--- config.mk ---
export PLATFORM = sky130hd
export DESIGN_NAME = piezo_sched
export DESIGN_NICKNAME = d
export VERILOG_FILES = /design/src/rtl/piezo_pkg.sv /design/src/rtl/tone_gen.sv /design/src/rtl/piezo_sched.sv
export SDC_FILE = /design/constraint.sdc
export NUM_CORES = 1
export LEC_CHECK = 0
export ABC_AREA = 1
export CORE_MARGIN = 2
export CORE_UTILIZATION = 50
export CTS_CLUSTER_SIZE = 16
export DETAILED_ROUTE_END_ITERATION = 8
export GPL_TIMING_DRIVEN = 0
export PLACE_DENSITY_LB_ADDON = 0.3
export SYNTH_ARGS = -nofsm -noshare
export SYNTH_HDL_FRONTEND = slang
export SYNTH_SLANG_ARGS = --single-unit
export TNS_END_PERCENT = 5
--- constraint.sdc ---
create_clock -name clk -period 4.45 [get_ports clk]
set_input_delay 0.89 -clock clk [delete_from_list [all_inputs] [get_ports clk]]
set_output_delay 0.89 -clock clk [all_outputs]
set_load 0.05 [all_outputs]
--- src/rtl/piezo_pkg.sv ---
`default_nettype none
// piezo_pkg: state/note types, note periods and tune ROMs shared by piezo_sched.
// FAST_SIM_EN selects a 16-clock duration unit; the default unit is 65536 clocks.
package piezo_pkg;

`ifdef FAST_SIM_EN
  localparam int DUR_SHIFT_DEF = 4;
`else
  localparam int DUR_SHIFT_DEF = 16;
`endif

  typedef enum logic [1:0] {
    ST_IDLE = 2'd0,
    ST_LOAD = 2'd1,
    ST_PLAY = 2'd2,
    ST_GAP  = 2'd3
  } state_e;

  typedef struct packed {
    logic [15:0] period;
    logic [9:0]  dur;
  } note_t;

  localparam logic [15:0] G6   = 16'd31888;
  localparam logic [15:0] C7   = 16'd23889;
  localparam logic [15:0] E7   = 16'd18961;
  localparam logic [15:0] G7   = 16'd15944;
  localparam logic [15:0] REST = 16'd0;

  // Tune index matches the grant bit position.
  localparam logic [1:0] TUNE_ERR    = 2'd0;
  localparam logic [1:0] TUNE_CHARGE = 2'd1;
  localparam logic [1:0] TUNE_DONE   = 2'd2;

  localparam logic [2:0] LEN_ERR    = 3'd3;
  localparam logic [2:0] LEN_CHARGE = 3'd6;
  localparam logic [2:0] LEN_DONE   = 3'd2;

  function automatic note_t tune_note(input logic [1:0] tune, input logic [2:0] idx);
    note_t n;
    n = '{period: REST, dur: 10'd1};
    case (tune)
      TUNE_ERR: case (idx)
        3'd0:    n = '{period: G6,   dur: 10'd64};
        3'd1:    n = '{period: REST, dur: 10'd64};
        default: n = '{period: G6,   dur: 10'd64};
      endcase
      TUNE_CHARGE: case (idx)
        3'd0:    n = '{period: G6, dur: 10'd128};
        3'd1:    n = '{period: C7, dur: 10'd128};
        3'd2:    n = '{period: E7, dur: 10'd128};
        3'd3:    n = '{period: G7, dur: 10'd192};
        3'd4:    n = '{period: E7, dur: 10'd64};
        default: n = '{period: G7, dur: 10'd512};
      endcase
      default: case (idx)
        3'd0:    n = '{period: C7, dur: 10'd128};
        default: n = '{period: G7, dur: 10'd128};
      endcase
    endcase
    return n;
  endfunction

  function automatic logic [2:0] tune_len(input logic [1:0] tune);
    case (tune)
      TUNE_ERR:    return LEN_ERR;
      TUNE_CHARGE: return LEN_CHARGE;
      default:     return LEN_DONE;
    endcase
  endfunction

  function automatic logic [2:0] prio_pick(input logic [2:0] pend);
    if (pend[0])      return 3'b001;
    else if (pend[1]) return 3'b010;
    else if (pend[2]) return 3'b100;
    else              return 3'b000;
  endfunction

  function automatic logic [1:0] onehot_to_tune(input logic [2:0] oh);
    if (oh[0])      return TUNE_ERR;
    else if (oh[1]) return TUNE_CHARGE;
    else            return TUNE_DONE;
  endfunction

endpackage
`default_nettype wire

--- src/rtl/tone_gen.sv ---
`default_nettype none
// tone_gen: phase-aligned square wave; both outputs low while period is zero.
module tone_gen (
  input  logic        clk,
  input  logic        rst_n,
  input  logic [15:0] period,
  input  logic        restart,
  output logic        piezo,
  output logic        piezo_n
);

  logic [14:0] cnt_q, cnt_d;
  logic        piezo_q, piezo_d;
  logic        piezo_n_q, piezo_n_d;
  logic [14:0] half;

  assign half = period[15:1];

  always_comb begin
    cnt_d     = cnt_q + 15'd1;
    piezo_d   = piezo_q;
    piezo_n_d = piezo_n_q;
    if (restart || (period == 16'd0)) begin
      cnt_d     = '0;
      piezo_d   = 1'b0;
      piezo_n_d = (period != 16'd0);
    end else if (cnt_q == half - 15'd1) begin
      cnt_d     = '0;
      piezo_d   = ~piezo_q;
      piezo_n_d = piezo_q;
    end
  end

  always_ff @(posedge clk) begin
    if (!rst_n) begin
      cnt_q     <= '0;
      piezo_q   <= 1'b0;
      piezo_n_q <= 1'b0;
    end else begin
      cnt_q     <= cnt_d;
      piezo_q   <= piezo_d;
      piezo_n_q <= piezo_n_d;
    end
  end

  assign piezo   = piezo_q;
  assign piezo_n = piezo_n_q;

endmodule
`default_nettype wire

--- src/rtl/piezo_sched.sv ---
`default_nettype none
// piezo_sched: three-tune priority scheduler driving a piezo via tone_gen.
// Duration unit defaults from FAST_SIM_EN through piezo_pkg::DUR_SHIFT_DEF.
module piezo_sched
  import piezo_pkg::*;
#(
  parameter int DUR_SHIFT = DUR_SHIFT_DEF
) (
  input  logic       clk,
  input  logic       rst_n,
  input  logic       req_err,
  input  logic       req_charge,
  input  logic       req_done,
  input  logic       stop,
  output logic       piezo,
  output logic       piezo_n,
  output logic       busy,
  output logic [2:0] grant
);

  state_e                 state_q, state_d;
  logic [2:0]             pend_q, pend_d;
  logic [2:0]             grant_q, grant_d;
  logic [1:0]             tune_q, tune_d;
  logic [2:0]             idx_q, idx_d;
  logic [9:0]             units_q, units_d;
  logic [DUR_SHIFT-1:0]   pre_q, pre_d;
  logic [15:0]            period_q, period_d;
  logic                   busy_q, busy_d;
  logic                   restart;
  logic [2:0]             req_vec, pick, clr;
  note_t                  nt;

  assign req_vec = {req_done, req_charge, req_err};
  assign pick    = prio_pick(pend_q);

  always_comb begin
    state_d  = state_q;
    grant_d  = grant_q;
    tune_d   = tune_q;
    idx_d    = idx_q;
    units_d  = units_q;
    pre_d    = pre_q + 1'b1;
    period_d = period_q;
    restart  = 1'b0;
    clr      = '0;
    nt       = '0;
    case (state_q)
      ST_IDLE: begin
        pre_d = '0;
        if (|pend_q) begin
          state_d = ST_LOAD;
          grant_d = pick;
          clr     = pick;
          tune_d  = onehot_to_tune(pick);
        end
      end
      ST_LOAD: begin
        nt       = tune_note(tune_q, 3'd0);
        period_d = nt.period;
        units_d  = nt.dur;
        idx_d    = 3'd0;
        pre_d    = '0;
        restart  = 1'b1;
        state_d  = ST_PLAY;
      end
      ST_PLAY: begin
        // Prescaler wraps to zero on its own, so every note and the gap start aligned.
        if (pre_q == '1) begin
          if (units_q == 10'd1) begin
            if (idx_q == tune_len(tune_q) - 3'd1) begin
              state_d  = ST_GAP;
              period_d = '0;
            end else begin
              nt       = tune_note(tune_q, idx_q + 3'd1);
              idx_d    = idx_q + 3'd1;
              period_d = nt.period;
              units_d  = nt.dur;
              restart  = 1'b1;
            end
          end else begin
            units_d = units_q - 10'd1;
          end
        end
      end
      default: begin
        if (pre_q == '1) begin
          if (|pend_q) begin
            state_d = ST_LOAD;
            grant_d = pick;
            clr     = pick;
            tune_d  = onehot_to_tune(pick);
          end else begin
            state_d = ST_IDLE;
            grant_d = '0;
          end
        end
      end
    endcase

    // A request landing on its own grant cycle survives the clear and re-queues.
    pend_d = (pend_q & ~clr) | req_vec;

    if (stop) begin
      state_d  = ST_IDLE;
      pend_d   = '0;
      grant_d  = '0;
      idx_d    = '0;
      units_d  = '0;
      pre_d    = '0;
      period_d = '0;
      restart  = 1'b0;
    end
    busy_d = (state_d != ST_IDLE);
  end

  always_ff @(posedge clk) begin
    if (!rst_n) begin
      state_q  <= ST_IDLE;
      pend_q   <= '0;
      grant_q  <= '0;
      tune_q   <= '0;
      idx_q    <= '0;
      units_q  <= '0;
      pre_q    <= '0;
      period_q <= '0;
      busy_q   <= 1'b0;
    end else begin
      state_q  <= state_d;
      pend_q   <= pend_d;
      grant_q  <= grant_d;
      tune_q   <= tune_d;
      idx_q    <= idx_d;
      units_q  <= units_d;
      pre_q    <= pre_d;
      period_q <= period_d;
      busy_q   <= busy_d;
    end
  end

  tone_gen u_tone_gen (
    .clk     (clk),
    .rst_n   (rst_n),
    .period  (period_d),
    .restart (restart),
    .piezo   (piezo),
    .piezo_n (piezo_n)
  );

  assign busy  = busy_q;
  assign grant = grant_q;

endmodule
`default_nettype wire

==> run metrics, run 1 <==
status completed; Synth Warn # 0; Final setup viols 0; final hold vios 0; total power draw 1.479 mW; detailed-placement wirelength estimate 8252 um; Mapped Nets 714; sw frac 32.98%; Initial Util 51.20%; Rows 35; Worst path max stage delay 0.73 ns; Slew @ Worst Pin 0.8151 ns; Setup crit end kind flop; Port Buf Inserts 11; number of max-cap violations 0; Clock power frac 33.7%; top cells by area, synth dfxtp_1 (31%), nand2_1 (13%), nor2_1 (6.6%); clock sink count 73; cell taking the most area after synthesis dfxtp_1; VDD IR-drop max 0.0001536 V; Post-Synth Simple-Gate Area 41.42%; WL per Instance 12.78 um; Pleak 2.130 nW; Post-synth top flop dfxtp_1; CTS-repair resized insts 0; DRT Pass-1 Iters 5; Yosys reg bits 73; Period Utilization, post-route 85.26%; DR iter-0 viols 224; post-synthesis compound-gate area fraction 12.04%; most frequent cells in the layout nand2_1 (161), nor2_1 (83), inv_1 (79); fmax 263.6 MHz; post-place setup slack 0.2981 ns; Slowest cell on crit path nor3_1; Avg Inst Size Synth 6.752 sq um; core outline area 9153 sq um; Fin Setup TNS 0 ns; RSZ-0062 raised after global routing no; total setup buffers inserted after CTS 0; Clock transition at path regs 0.09 ns; Layout Nets 736; Die Span Y 100.8 um; first-pass GRT wire length 18670 um; synthesized instance count 694; GP Congestion 0.8839; CTS Hold Bufs 0; Relative slew margins 45.24%; mux cell area share after synthesis 0%; final wirelength 10640 um; EDFF count, synth 0; CP max FO 10; die area 10160 sq um; total global-route track usage 22.60%; Die W 100.8 um; post-layout min period 3.794 ns; Layout area overhead 9.292%; Arr. time, crit path 4.05 ns; share of cells above drive strength 1 11.79%; internal power 0.9911 mW; clk root buf clkbuf_8; Sw Pwr 0.4878 mW; Post-Synth XOR/XNOR Area 3.178%; vias in the first global route 4221; initial antenna violation count 0; Unique masters post-synth 44; Post-Syn Area 4686 sq um; largest family of logic cells by synthesized area simple AND/OR/NAND/NOR gates; CTS tree done; Adder-Cell Fraction of Synth Area 3.738%; commonest non-fill, non-tap cell in the layout nand2_1; ys async rst share 0%; H-tree depth 3; P per Cell Area 288.8 nW/um^2; register area share after synthesis 31.19%; Antenna Cells 0; clk buf depth 2; Gate power share 20.3%; Worst Path Required 4.71 ns; crit path launch type primary input; Seq pwr share 46.0%; top cell type's share of synthesized area 31.19%; detailed-route vias per instance 5.329; worst skew pair latency 0.36 ns; max-slew violations 0; kind of critical path primary input to flop; post-route setup slack 0.6559 ns; grt ovf 0; class of the most critical hold timing path flop to flop; DRC 0; largest net degree at the start of global routing 15; ANT nets after route 0; CP dominant cell by count clkinv_1; Filler Cell Count 868; CP Cell Sequence clkdlybuf4s50_1 > clkbuf_1 > nor2_1 > clkinv_1 > nor3_1 > clkinv_1 > a211oi_1; cts bufs inserted 9; IO Pins 12; Worst Skew 0.02138 ns; via count 4434
routing by layer:
metal	up-vias	wire [um]	track usage [%]
met2	82	5138	39.85
met5	-	0	0
met3	15	356	2.566
met4	0	172	7.903
met1	2032	4968	28.44
li1	2305	-	-
layout make-up:
| type | count | area (sq um) | area share [%] |
|---|---|---|---|
| Multi-Input combinational cell | 523 | 2829 | 55.24 |
| Clock inverter | 6 | 48.80 | 0.9528 |
| Inverter | 87 | 326.6 | 6.377 |
| Sequential cell | 73 | 1461 | 28.54 |
| Timing Repair Buffer | 11 | 110.1 | 2.150 |
| Buffer | 11 | 68.82 | 1.344 |
| Clock buffer | 10 | 137.6 | 2.688 |
| Tap cell | 111 | 138.9 | 2.712 |
per-stage QoR:
step	util (%)	instances	hold slack (ns)	instance area, sq um
after global routing	55.95	832	0.4932	5121
after detailed placement	53.92	816	0.4432	4935
after floorplan	-	694	0.4175	4686
after global placement	53.92	816	0.4297	4935
after CTS	55.95	832	0.4576	5121
final	55.95	832	0.4539	5121
final timing paths:
path                            depth (start not counted)     start                    to  slack [ns]
worst min-delay path                                    1  pre_q[0]              pre_q[0]        0.45
worst max-delay path                                    7      stop             pre_q[11]        0.66
worst min register to register                          1  pre_q[0]              pre_q[0]        0.45
worst max register to register                         20  pre_q[0]  u_tone_gen.cnt_q[13]        1.22
logic make-up (layout without fill, tap and decap cells):
family / count (synthesis) / count (layout)
buf+inv: 98 / 125
simple gates: 393 / 393
compound gates: 99 / 99
flops: 73 / 73
fa+ha+maj: 14 / 14
xor+xnor: 17 / 17
state kept, by name, indices dropped and copies added (netlist names), 3 cells and up:
signal	count
pend_q	3
u_tone_gen.cnt_q	15
grant	3
idx_q	3
units_q	10
period_q	16
pre_q	16
synthesized netlist by cell type, types with 7 or more instances:
master and number:
nor2_4 7, nand3_1 58, nor3_2 10, ha_1 14, o21ai_0 36, nand2_1 161
dfxtp_1 73, nor2_1 83, xor2_1 15, nand4_1 9, nor3_1 18, a21oi_1 41
nand2_2 13, inv_1 79
worst max-delay path, delay by kind of cell:
family / cells / cell delay (ns)
buffers and inverters: 4 / 1.63
AO/OA/AOI/OAI: 1 / 0.34
AND/OR/NAND/NOR: 2 / 1.18
power by group through the flow:
stage,Combinational [mW],Sequential [mW],Clock [mW]
floorplan,0.230,0.700,0
global placement,0.290,0.695,0
detailed placement,0.297,0.696,0
CTS,0.298,0.681,0.512
global route,0.341,0.684,0.535
finish,0.300,0.681,0.498
(Power assumes the default switching activity.)
==> run 2: changes to the inputs <==
--- a/config.mk
+++ b/config.mk
@@ -6,12 +6,13 @@
 export NUM_CORES = 1
 export LEC_CHECK = 0
 export ABC_AREA = 1
-export CORE_MARGIN = 2
+export CORE_MARGIN = 1
 export CORE_UTILIZATION = 50
 export CTS_CLUSTER_SIZE = 16
 export DETAILED_ROUTE_END_ITERATION = 8
 export GPL_TIMING_DRIVEN = 0
 export PLACE_DENSITY_LB_ADDON = 0.3
+export SLEW_MARGIN = 20
 export SYNTH_ARGS = -nofsm -noshare
 export SYNTH_HDL_FRONTEND = slang
 export SYNTH_SLANG_ARGS = --single-unit
==> run metrics, run 2 (synthesis results as in run 1) <==
Filler Cell Count 855 (was 868); Setup crit end pre_q[10] (was pre_q[11]); H-tree depth 3 (unchanged); fmax 254.7 MHz (was 263.6 MHz); Worst Reg2Reg Path Length in Cells 20 (unchanged); detailed-route vias per instance 5.300 (was 5.329); Initial Util 52.70% (was 51.20%); met3 Use GR 4.255% (was 2.566%); CTS tree done (unchanged); Fin Setup TNS 0 ns (unchanged); core outline area 8891 sq um (was 9153 sq um); Setup crit end kind flop (unchanged); ANT nets after route 0 (unchanged); Critical path origin stop (unchanged); clk root buf clkbuf_8 (unchanged); Layout Nets 736 (unchanged); first-pass GRT wire length 18400 um (was 18670 um); Worst R2R End u_tone_gen.cnt_q[12] (was u_tone_gen.cnt_q[13]); class of the most critical hold timing path flop to flop (unchanged); RSZ-0062 raised after global routing no (unchanged); biggest regs period_q x16, pre_q x16, u_tone_gen.cnt_q x15 (unchanged); clock sink count 73 (unchanged); GRT met1 Usage 29.49% (was 28.44%); CTS Hold Bufs 0 (unchanged); most frequent cells in the layout nand2_1 (161), nor2_1 (83), inv_1 (79) (unchanged); number of max-cap violations 0 (unchanged); die area 9762 sq um (was 10160 sq um); post-layout min period 3.926 ns (was 3.794 ns); Arr. time, crit path 4.22 ns (was 4.05 ns); GRT Max-Usage Layer met2 (unchanged); Relative slew margins 34.65% (was 45.24%); CP max FO 10 (unchanged); status completed (unchanged); met2 Use GR 40.45% (was 39.85%); Port Buf Inserts 11 (unchanged); Worst Skew 0.01246 ns (was 0.02138 ns); DRT Pass-1 Iters 5 (unchanged); total setup buffers inserted after CTS 0 (unchanged); Worst Path Required 4.75 ns (was 4.71 ns); Die W 98.81 um (was 100.8 um); CTS-repair resized insts 0 (unchanged); flop2flop setup slack 1.23 ns (was 1.22 ns); crit path launch type primary input (unchanged); CP Cell Sequence clkdlybuf4s50_1 > clkbuf_1 > nor2_1 > clkinv_1 > nor3_1 > clkinv_1 > a21oi_1 > o21a_1 (was clkdlybuf4s50_1 > clkbuf_1 > nor2_1 > clkinv_1 > nor3_1 > clkinv_1 > a211oi_1); clk buf depth 2 (unchanged); Pleak 2.162 nW (was 2.130 nW); GP Congestion 0.8929 (was 0.8839); P per Cell Area 314.1 nW/um^2 (was 288.8 nW/um^2); WL per Instance 12.72 um (was 12.78 um); DR iter-0 viols 226 (was 224); kind of critical path primary input to flop (unchanged); VDD IR-drop max 0.0002147 V (was 0.0001536 V); CP dominant cell by count clkinv_1 (unchanged); largest net degree at the start of global routing 14 (was 15); Reg2Reg Launch Point pre_q[0] (unchanged); worst skew pair latency 0.35 ns (was 0.36 ns); DRC 0 (unchanged); Slew @ Worst Pin 0.9727 ns (was 0.8151 ns); vias in the first global route 4132 (was 4221); Antenna Cells 0 (unchanged); Min Hold Slack 0.4510 ns (was 0.4539 ns); total global-route track usage 23.35% (was 22.60%); via count 4394 (was 4434); commonest non-fill, non-tap cell in the layout nand2_1 (unchanged); Clock transition at path regs 0.08 ns (was 0.09 ns); Slowest cell on crit path nor3_1 (unchanged); Final setup viols 0 (unchanged); cts bufs inserted 9 (unchanged); grt ovf 0 (unchanged); Worst path max stage delay 0.86 ns (was 0.73 ns); final hold vios 0 (unchanged); max-slew violations 0 (unchanged); IO Pins 12 (unchanged); Die Span Y 98.81 um (was 100.8 um); detailed-placement wirelength estimate 8263 um (was 8252 um); Period Utilization, post-route 88.22% (was 85.26%); initial antenna violation count 0 (unchanged); final wirelength 10550 um (was 10640 um); share of cells above drive strength 1 11.65% (was 11.79%); Rows 34 (was 35); total power draw 1.625 mW (was 1.479 mW); Layout area overhead 10.41% (was 9.292%)
-- run 2: cell types whose count changed in the layout (fill, tap and decap cells not counted) --
cell        previous run  this run
bufinv_16              0         3
clkbuf_8              10         9
clkinvlp_4             3         1
clkbuf_1               4         5
clkinv_4               0         1
inv_6                  3         1
-- run 2: power breakdown --
group          internal, mW  switching, mW  total [mW]
Combinational        0.0990          0.201       0.300
Sequential            0.669         0.0123       0.681
Clock                 0.376          0.269       0.645
-- run 2: how the worst min path moves through the flow --
stage             start  endpoint  slack, ns  cells past startpoint
6_report       pre_q[0]  pre_q[0]       0.45                      1
5_1_grt        pre_q[0]  pre_q[0]       0.48                      1
4_1_cts        pre_q[0]  pre_q[0]       0.46                      1
3_5_place_dp   pre_q[0]  pre_q[0]       0.44                      1
3_3_place_gp   pre_q[0]  pre_q[0]       0.43                      1
2_1_floorplan  pre_q[0]  pre_q[0]       0.42                      1
-- run 2: metal layers --
layer	vias up	wire length, um	share of wire [%]
met3	18	521	4.9
met4	0	164	1.6
li1	2301	-	-
met5	-	0	0
met2	99	5003	47
met1	1976	4856	46
-- run 2: critical path, delay by kind of cell --
family	cells	cell delay (ns)
AOI/OAI and AO/OA	2	0.37
buffers and inverters	4	1.63
and+or+nand+nor	2	1.32
-- run 2: area by class of cell --
cell class | count | area (sq um) | share of cell area [%]
Clock buffer | 10 | 127.6 | 2.467
Timing Repair Buffer | 11 | 110.1 | 2.128
Clock inverter | 6 | 115.1 | 2.225
Multi-Input combinational cell | 523 | 2829 | 54.68
Sequential cell | 73 | 1461 | 28.25
Buffer | 11 | 68.82 | 1.330
Tap cell | 108 | 135.1 | 2.612
Inverter | 87 | 326.6 | 6.312
-- run 2: through the flow --
stage / instances / instance area, sq um / setup slack, ns / util (%)
floorplan: 694 / 4686 / 1.661 / -
global placement: 813 / 4931 / 0.1200 / 55.46
detailed placement: 813 / 4931 / 0.1246 / 55.46
CTS: 829 / 5174 / 0.4913 / 58.19
global route: 829 / 5174 / 0.1403 / 58.19
finish: 829 / 5174 / 0.5244 / 58.19
